$ cat config.mk
export PLATFORM = sky130hd
export DESIGN_NAME = regfile_scoreboard
export DESIGN_NICKNAME = d
export VERILOG_FILES = /design/src/rtl/regfile_pkg.sv /design/src/rtl/pending_counter.sv /design/src/rtl/regfile_scoreboard.sv
export SDC_FILE = /design/constraint.sdc
export NUM_CORES = 2
export LEC_CHECK = 0
export ABC_CLOCK_PERIOD_IN_PS = 5050
export CAP_MARGIN = 20
export CORE_MARGIN = 2
export CORE_UTILIZATION = 37
export DETAILED_ROUTE_END_ITERATION = 16
export SETUP_SLACK_MARGIN = 0.1
export SLEW_MARGIN = 20
export SYNTH_ARGS = -nofsm -noshare
export SYNTH_HDL_FRONTEND = slang
export SYNTH_HIERARCHICAL = 1
export SYNTH_SLANG_ARGS = --single-unit
$ cat constraint.sdc
create_clock -name clk -period 5.05 [get_ports clk]
set_input_delay 1.01 -clock clk [delete_from_list [all_inputs] [get_ports clk]]
set_output_delay 1.01 -clock clk [all_outputs]
set_load 0.01 [all_outputs]
$ cat src/rtl/regfile_pkg.sv
// ============================================================================
// Module      : regfile_pkg
// Description : Shared defaults, width helper and derived widths for the
//               scoreboarded register file.
// Revision    : 1.0 - initial release
// ============================================================================
`default_nettype none

package regfile_pkg;

    function automatic int clog2(input int value);
        int result;
        result = 0;
        while ((1 << result) < value) begin
            result = result + 1;
        end
        // A one-entry space still needs a one-bit field.
        return (result < 1) ? 1 : result;
    endfunction

    localparam int DEF_DATA_W     = 32;
    localparam int DEF_NREG       = 32;
    localparam int DEF_NRD        = 2;
    localparam int DEF_PIPE_DEPTH = 3;

    localparam int DEF_ADDR_W = clog2(DEF_NREG);
    localparam int DEF_CNT_W  = clog2(DEF_PIPE_DEPTH + 1);

endpackage

`default_nettype wire

$ cat src/rtl/pending_counter.sv
// ============================================================================
// Module      : pending_counter
// Description : Saturating up/down count of outstanding writes to one register.
// Revision    : 1.0 - initial release
// ============================================================================
`default_nettype none

module pending_counter
    import regfile_pkg::*;
#(
    parameter int PIPE_DEPTH = DEF_PIPE_DEPTH,
    parameter int CNT_W      = clog2(PIPE_DEPTH + 1)
) (
    input  logic             clk,
    input  logic             reset,
    input  logic             inc,
    input  logic             dec,
    output logic [CNT_W-1:0] cnt,
    output logic             nz,
    output logic             underflow
);

    localparam logic [CNT_W-1:0] C_MAX = CNT_W'(PIPE_DEPTH);

    logic [CNT_W-1:0] cnt_q;
    logic [CNT_W-1:0] cnt_d;
    logic             w_empty;

    assign w_empty = (cnt_q == '0);

    always_comb begin
        cnt_d = cnt_q;
        if (inc && dec && !w_empty) begin
            cnt_d = cnt_q;
        end else if (inc && (cnt_q != C_MAX)) begin
            cnt_d = cnt_q + CNT_W'(1);
        end else if (dec && !w_empty) begin
            cnt_d = cnt_q - CNT_W'(1);
        end
    end

    always_ff @(posedge clk) begin
        if (reset) begin
            cnt_q <= '0;
        end else begin
            cnt_q <= cnt_d;
        end
    end

    assign cnt       = cnt_q;
    assign nz        = !w_empty;
    assign underflow = dec && w_empty && !inc;

endmodule

`default_nettype wire

$ cat src/rtl/regfile_scoreboard.sv
// ============================================================================
// Module      : regfile_scoreboard
// Description : N-read register file with write-through bypass and a
//               per-register pending-write scoreboard driving issue stall.
// Revision    : 1.0 - initial release
// ============================================================================
`default_nettype none

module regfile_scoreboard
    import regfile_pkg::*;
#(
    parameter int DATA_W     = DEF_DATA_W,
    parameter int NREG       = DEF_NREG,
    parameter int NRD        = DEF_NRD,
    parameter int PIPE_DEPTH = DEF_PIPE_DEPTH,
    parameter int ZERO_REG   = 0,
    parameter int ADDR_W     = clog2(NREG),
    parameter int CNT_W      = clog2(PIPE_DEPTH + 1)
) (
    input  logic                  clk,
    input  logic                  reset,
    input  logic [NRD*ADDR_W-1:0] rd_addr,
    input  logic [NRD-1:0]        rd_used,
    output logic [NRD*DATA_W-1:0] rd_data,
    input  logic                  iss_valid,
    input  logic                  iss_wen,
    input  logic [ADDR_W-1:0]     iss_dst,
    output logic                  iss_stall,
    input  logic                  wb_valid,
    input  logic [ADDR_W-1:0]     wb_addr,
    input  logic [DATA_W-1:0]     wb_data,
    output logic [NREG-1:0]       busy,
    output logic                  err_underflow
);

    localparam bit C_ZERO = (ZERO_REG != 0);

    logic [DATA_W-1:0] regs_q [NREG];
    logic [DATA_W-1:0] regs_d [NREG];
    logic [CNT_W-1:0]  w_cnt  [NREG];
    logic [NREG-1:0]   w_uf;
    logic [NRD-1:0]    w_src_haz;
    logic              w_dst_sat;
    logic              w_wb_zero;
    logic              w_dst_zero;
    logic              w_issue_fire;
    logic              err_underflow_q;
    logic              err_underflow_d;

    assign w_wb_zero  = C_ZERO && (wb_addr == '0);
    assign w_dst_zero = C_ZERO && (iss_dst == '0);

    always_comb begin
        regs_d = regs_q;
        if (wb_valid && !w_wb_zero) begin
            regs_d[wb_addr] = wb_data;
        end
    end

    always_ff @(posedge clk) begin
        if (reset) begin
            for (int r = 0; r < NREG; r++) begin
                regs_q[r] <= '0;
            end
        end else begin
            regs_q <= regs_d;
        end
    end

    generate
        for (genvar i = 0; i < NRD; i++) begin : g_rd
            logic [ADDR_W-1:0] w_addr;
            logic              w_zero;
            logic              w_hit;

            assign w_addr = rd_addr[i*ADDR_W +: ADDR_W];
            assign w_zero = C_ZERO && (w_addr == '0);
            assign w_hit  = wb_valid && (wb_addr == w_addr);

            assign rd_data[i*DATA_W +: DATA_W] = w_zero ? '0 :
                                                 w_hit  ? wb_data : regs_q[w_addr];

            // The final pending write landing this cycle is bypassed, so no stall.
            assign w_src_haz[i] = rd_used[i] && !w_zero && (w_cnt[w_addr] != '0) &&
                                  !(w_hit && (w_cnt[w_addr] == CNT_W'(1)));
        end
    endgenerate

    assign w_dst_sat = iss_wen && !w_dst_zero &&
                       (w_cnt[iss_dst] == CNT_W'(PIPE_DEPTH)) &&
                       !(wb_valid && (wb_addr == iss_dst));

    assign iss_stall    = iss_valid && ((|w_src_haz) || w_dst_sat);
    assign w_issue_fire = iss_valid && !iss_stall && iss_wen && !w_dst_zero;

    generate
        for (genvar r = 0; r < NREG; r++) begin : g_cnt
            logic w_zero_r;

            assign w_zero_r = C_ZERO && (r == 0);

            pending_counter #(
                .PIPE_DEPTH (PIPE_DEPTH),
                .CNT_W      (CNT_W)
            ) u_pending_counter (
                .clk       (clk),
                .reset     (reset),
                .inc       (w_issue_fire && (iss_dst == ADDR_W'(r))),
                .dec       (wb_valid && !w_zero_r && (wb_addr == ADDR_W'(r))),
                .cnt       (w_cnt[r]),
                .nz        (busy[r]),
                .underflow (w_uf[r])
            );
        end
    endgenerate

    assign err_underflow_d = err_underflow_q || (|w_uf);

    always_ff @(posedge clk) begin
        if (reset) begin
            err_underflow_q <= 1'b0;
        end else begin
            err_underflow_q <= err_underflow_d;
        end
    end

    assign err_underflow = err_underflow_q;

endmodule

`default_nettype wire

Yosys cells after proc, flatten, opt, wreduce, memory -nomap -nowiden
Cells that the tools add are included.

Bits of input ports: 59. Register bits: 1089.

Bitwise operators: 36. Reductions and logical operators: 443. Add/subtract/negate cells: 64. Magnitude comparators: 5. Muxes and demuxes: 84. Eq/ne operators: 100.

Operators with widths (count): 1024-bit bitwise mux (1); 32-bit binary-select mux with 5-bit select (2); 1-bit logical AND (271); 32-bit 2-to-1 mux (7); 32-bit demux with 5-bit select (1); 5-bit equality test, second input constant (32); 2-bit 2-to-1 mux (70); 5-bit by 4-bit equality test with 1-bit output, second input constant (16); 1-bit logical NOT (68); 2-bit nonzero test (34); 2-bit by 1-bit adder with 2-bit output, second input constant (32); 2-bit logical NOT (32); 2-bit inequality test, second input constant (32); 2-bit AND reduction (32); 2-bit by 1-bit subtractor with 2-bit output, second input constant (32); 5-bit by 3-bit equality test with 1-bit output, second input constant (8); 1-bit NOT (32); 32-bit OR reduction (1); 2-bit binary-select mux with 5-bit select (3); 6-bit greater-or-equal comparator, second input constant (4); 5-bit NOT with 6-bit output (4); 5-bit by 2-bit equality test with 1-bit output, second input constant (4); 5-bit equality test (3); 5-bit by 1-bit equality test with 1-bit output, second input constant (2); 6 further kinds (9).

Longest topological paths before layout
Word-level depth: 19. Mapped depth: 16. Depth with buffers taken out: 13.

Cells and area by module
The synthesis kept the hierarchy.

Modules (own cells, without submodules): regfile_scoreboard (times used 1, area each 53694.0 µm², cells an instance 5850, sequential area each 20519.7 µm²); pending_counter (times used 32, area each 113.9 µm², cells an instance 15, sequential area each 40.0 µm²).

Worst setup path after synthesis
No wires, ideal clock.

Path type: input to output. From: in rd_addr[5]. To: out rd_data[46]. Path buffers: 4. Setup slack: 0.806 ns. Cell stages on the path: 8. Data arrival time: 3.234 ns. Path through: buf_4 buf_6 buf_2 buf_2 mux4_2 mux4_2 mux2i_1 o21ai_0.

Longest elaborated chain between the ends: 5.

RTL lines: from (decl) (RTL line regfile_scoreboard.sv:22) `input logic [NRD*ADDR_W-1:0] rd_addr,`; 5-bit NOT with 6-bit output (implied by the code) (RTL line regfile_scoreboard.sv:81) `w_hit ? wb_data : regs_q[w_addr];`; 32-bit binary-select mux with 5-bit select (RTL line regfile_scoreboard.sv:81); 32-bit 2-to-1 mux (implied by the code) (2 in series) (RTL line regfile_scoreboard.sv:81); 32-bit 2-to-1 mux (*) (RTL line regfile_scoreboard.sv:81); to (decl) (RTL line regfile_scoreboard.sv:24) `output logic [NRD*DATA_W-1:0] rd_data,`.

Every way passes the cells marked *; elsewhere a longest branch is shown, timed or not. The select of a mux whose other input is x is not followed.

Worst setup path after layout
From: in rd_addr[0]. To: out rd_data[27].

The elaborated chain is that of the path after synthesis.

==> results.yml <==
drt:
  routed-via-count: 50800
  antenna_left: 0
  first_pass_iters: 6
  viasPerCell: 6.04
  wire_per_inst_um: 26.3
  drcViolationCount: 0
  drt_iter0_markers: 6614
  drt-total-wl_mm: 222
placement:
  place_area_um2: 62200
  pre_cts_ws_ns: 0.0642
  dpl.hpwl_mm: 127
  globalplace.congestion: 0.915
  port_buffers: 156
timing:
  timing.final.max_slew_violations: 0
  slew-limit-headroom_pct: 36.9
  setup_viol: 0
  finClkSkew_ns: 0.0224
  fin_crit_ns: 4.90
  timing.hold.ws_ns: 0.465
  fmax_mhz: 204
  rsz0062_at_grt: "false"
  worst_pin_slew_ns: 0.946
  finalWorstSetupSlack_ns: 0.151
  hold_viol: 0
  tns_ns: 0
  period_share_pct: 97.0
worst_setup_path:
  cpPeakStageDelay_ns: 0.56
  crit_chain: "buf_8, buf_12, buf_4, mux4_2, mux4_2, mux2i_1, o21ai_0, clkdlybuf4s50_1"
  criticalPathCategory: "in2out"
  required_ns: 4.04
  start_kind: "primary input"
  slowest_stage: "clkdlybuf4s50_1"
  cp_data_arrival_time_ns: 3.89
  end_kind: "primary output"
  critPathMostFrequentCell: "mux4_2"
  cp_max_fo: 21
clock_tree:
  cts_made_buffers: 112
  path_clk_slew_ns: 0.06
  post_cts_buffers: 0
  cts_tree: "built"
  cts_sinks: 1089
  clock_latency_ns: 0.75
  hold_buffers: 0
  clock_path_buffers: 3
  htree_num_levels: 3
  cts_root_buffer: "clkbuf_16"
logic_synthesis:
  synthDistinctLibCells: 43
  ys.flop_type: "dfxtp_1"
  synth_cells: 6330
  synth_area_um2: 57300
  synth-edff-count: 0
  yosysWarnings: 6
  synth_area_leaders: "dfxtp_1 (38%), mux4_2 (26%), nand2_1 (14%)"
  ys_seq_elements: 1089
  synth_top_area_cell: "dfxtp_1"
  yosysSeqAreaShare_pct: 38.0
  yosys-top-cells-count: "nand2_1 (2203), a21oi_1 (1121), dfxtp_1 (1089), mux4_2 (666), clkbuf_1 (390)"
  yosysTopAreaCellShare_pct: 38.0
  synthArstFlopShare_pct: 0
  synth_nets: 6389
  synth.most_common_cell: "nand2_1"
  syn_avg_cell_area_um2: 9.06
global_route:
  grt_pass1_wl_mm: 324
  grt_max_degree: 126
  grt.total_usage_pct: 27.4
  gr-total-overflow: 0
  antenna_found_initial: 5
  grt_pass1_vias: 48800
final_layout:
  nets: 6341
  finalInstanceArea_um2: 66100
  layout-drive-gt1-share_pct: 20.0
  layout-area-overhead-vs-synth_pct: 15.2
job:
  cap_viol_max_count: 0
hold_path:
  hold_class: "reg2reg"
floorplan:
  die-area_um2: 158000
  ios: 157
  core-area_um2: 154000
  die_x_um: 398
  initial_core_util_pct: 37.2
  die_y_um: 398
  num_rows: 144
power_and_ir_drop:
  finalPower_uw: 19100
  leakagePower_uw: 0.0216
  ir_drop_uv: 295
  power_density_nw_per_um2: 289
run_status:
  status: "completed"
-- layer usage --
metal	vias to the layer above	share of wire (%)	GRT usage, %
met1	25000	37	34.2
met3	740	10	5.73
li1	22100	-	-
met5	-	0.0059	0
met4	2	6.2	15.8
met2	2945	47	44.1
-- state kept, by name (all words and copies together), names as in the netlist --
| name | flops |
|---|---|
| regs_q | 1024 |
| g_cnt.u_pending_counter/cnt | 64 |
| err_underflow | 1 |
-- layout by cell type, fill, tap and decap left out, types with 8 or more instances in the layout --
| cell type | count |
|---|---|
| and2b_1 | 32 |
| mux2i_1 | 75 |
| o21ai_0 | 103 |
| clkbuf_8 | 37 |
| and3_1 | 34 |
| nand2_1 | 2171 |
| o211ai_1 | 14 |
| nand2_2 | 32 |
| clkdlybuf4s50_1 | 145 |
| bufinv_16 | 8 |
| or3b_1 | 32 |
| inv_2 | 32 |
| nor2_1 | 41 |
| dfxtp_1 | 1089 |
| mux4_2 | 666 |
| buf_4 | 248 |
| nand2b_1 | 34 |
| nor4_1 | 14 |
| a21oi_1 | 1121 |
| clkinv_2 | 17 |
| clkbuf_16 | 113 |
| buf_12 | 65 |
| xor2_1 | 12 |
| nand3_1 | 54 |
| clkbuf_1 | 20 |
| or2_2 | 33 |
| nor3_1 | 29 |
| or3_1 | 33 |
-- final timing paths --
| kind | endpoint | slack [ns] | cells past startpoint | start |
|---|---|---|---|---|
| max | rd_data[27] | 0.15 | 8 | rd_addr[0] |
| min | regs_q[939]$_SDFFE_PP0P_ | 0.47 | 2 | regs_q[939]$_SDFFE_PP0P_ |
| max reg2reg | err_underflow$_SDFF_PP0_ | 0.93 | 13 | g_cnt[28].u_pending_counter/cnt[0]$_SDFFE_PP0P_ |
| min reg2reg | regs_q[939]$_SDFFE_PP0P_ | 0.47 | 2 | regs_q[939]$_SDFFE_PP0P_ |
-- timing repair --
action,CTS,global route
endpoints found under the setup margin,1,3
pin swaps,0,0
resized for setup,2,3
-- metrics by stage --
step / utilization [%] / cells
after global routing: 42.9 / 8418
after floorplan: - / 6330
after CTS: 42.9 / 8417
final: 42.9 / 8419
after global placement: 40.4 / 8212
after detailed placement: 40.4 / 8212
-- kinds of logic after synthesis --
group                     synth area share [%]
muxes                                     27.8
xor gates and xnor gates                 0.229
and+or+nand+nor                           18.3
buffers and inverters                     4.57
DFF                                       38.0
AOI/OAI and AO/OA                         11.1
-- worst max-delay path, delay by kind of cell --
family	cells	cell delay (ns)
AO/OA/AOI/OAI	1	0.29
multiplexers	3	1.34
buffers and inverters	4	1.20
-- cell type report --
type	count	area, µm²
repair buffers	465	4710
clock buffers	170	3410
flip-flops and latches	1089	21800
fillers	14600	88000
multi-input cells	4581	33000
inverters	33	124
clock inverters	35	449
diodes	2	5.00
well taps	2044	2560
-- where the power goes --
part | internal, µW | switching (µW)
clock | 5050 | 3730
sequential | 8650 | 47.1
combinational | 588 | 1010
Note: power is estimated with default switching activity, not from simulation.
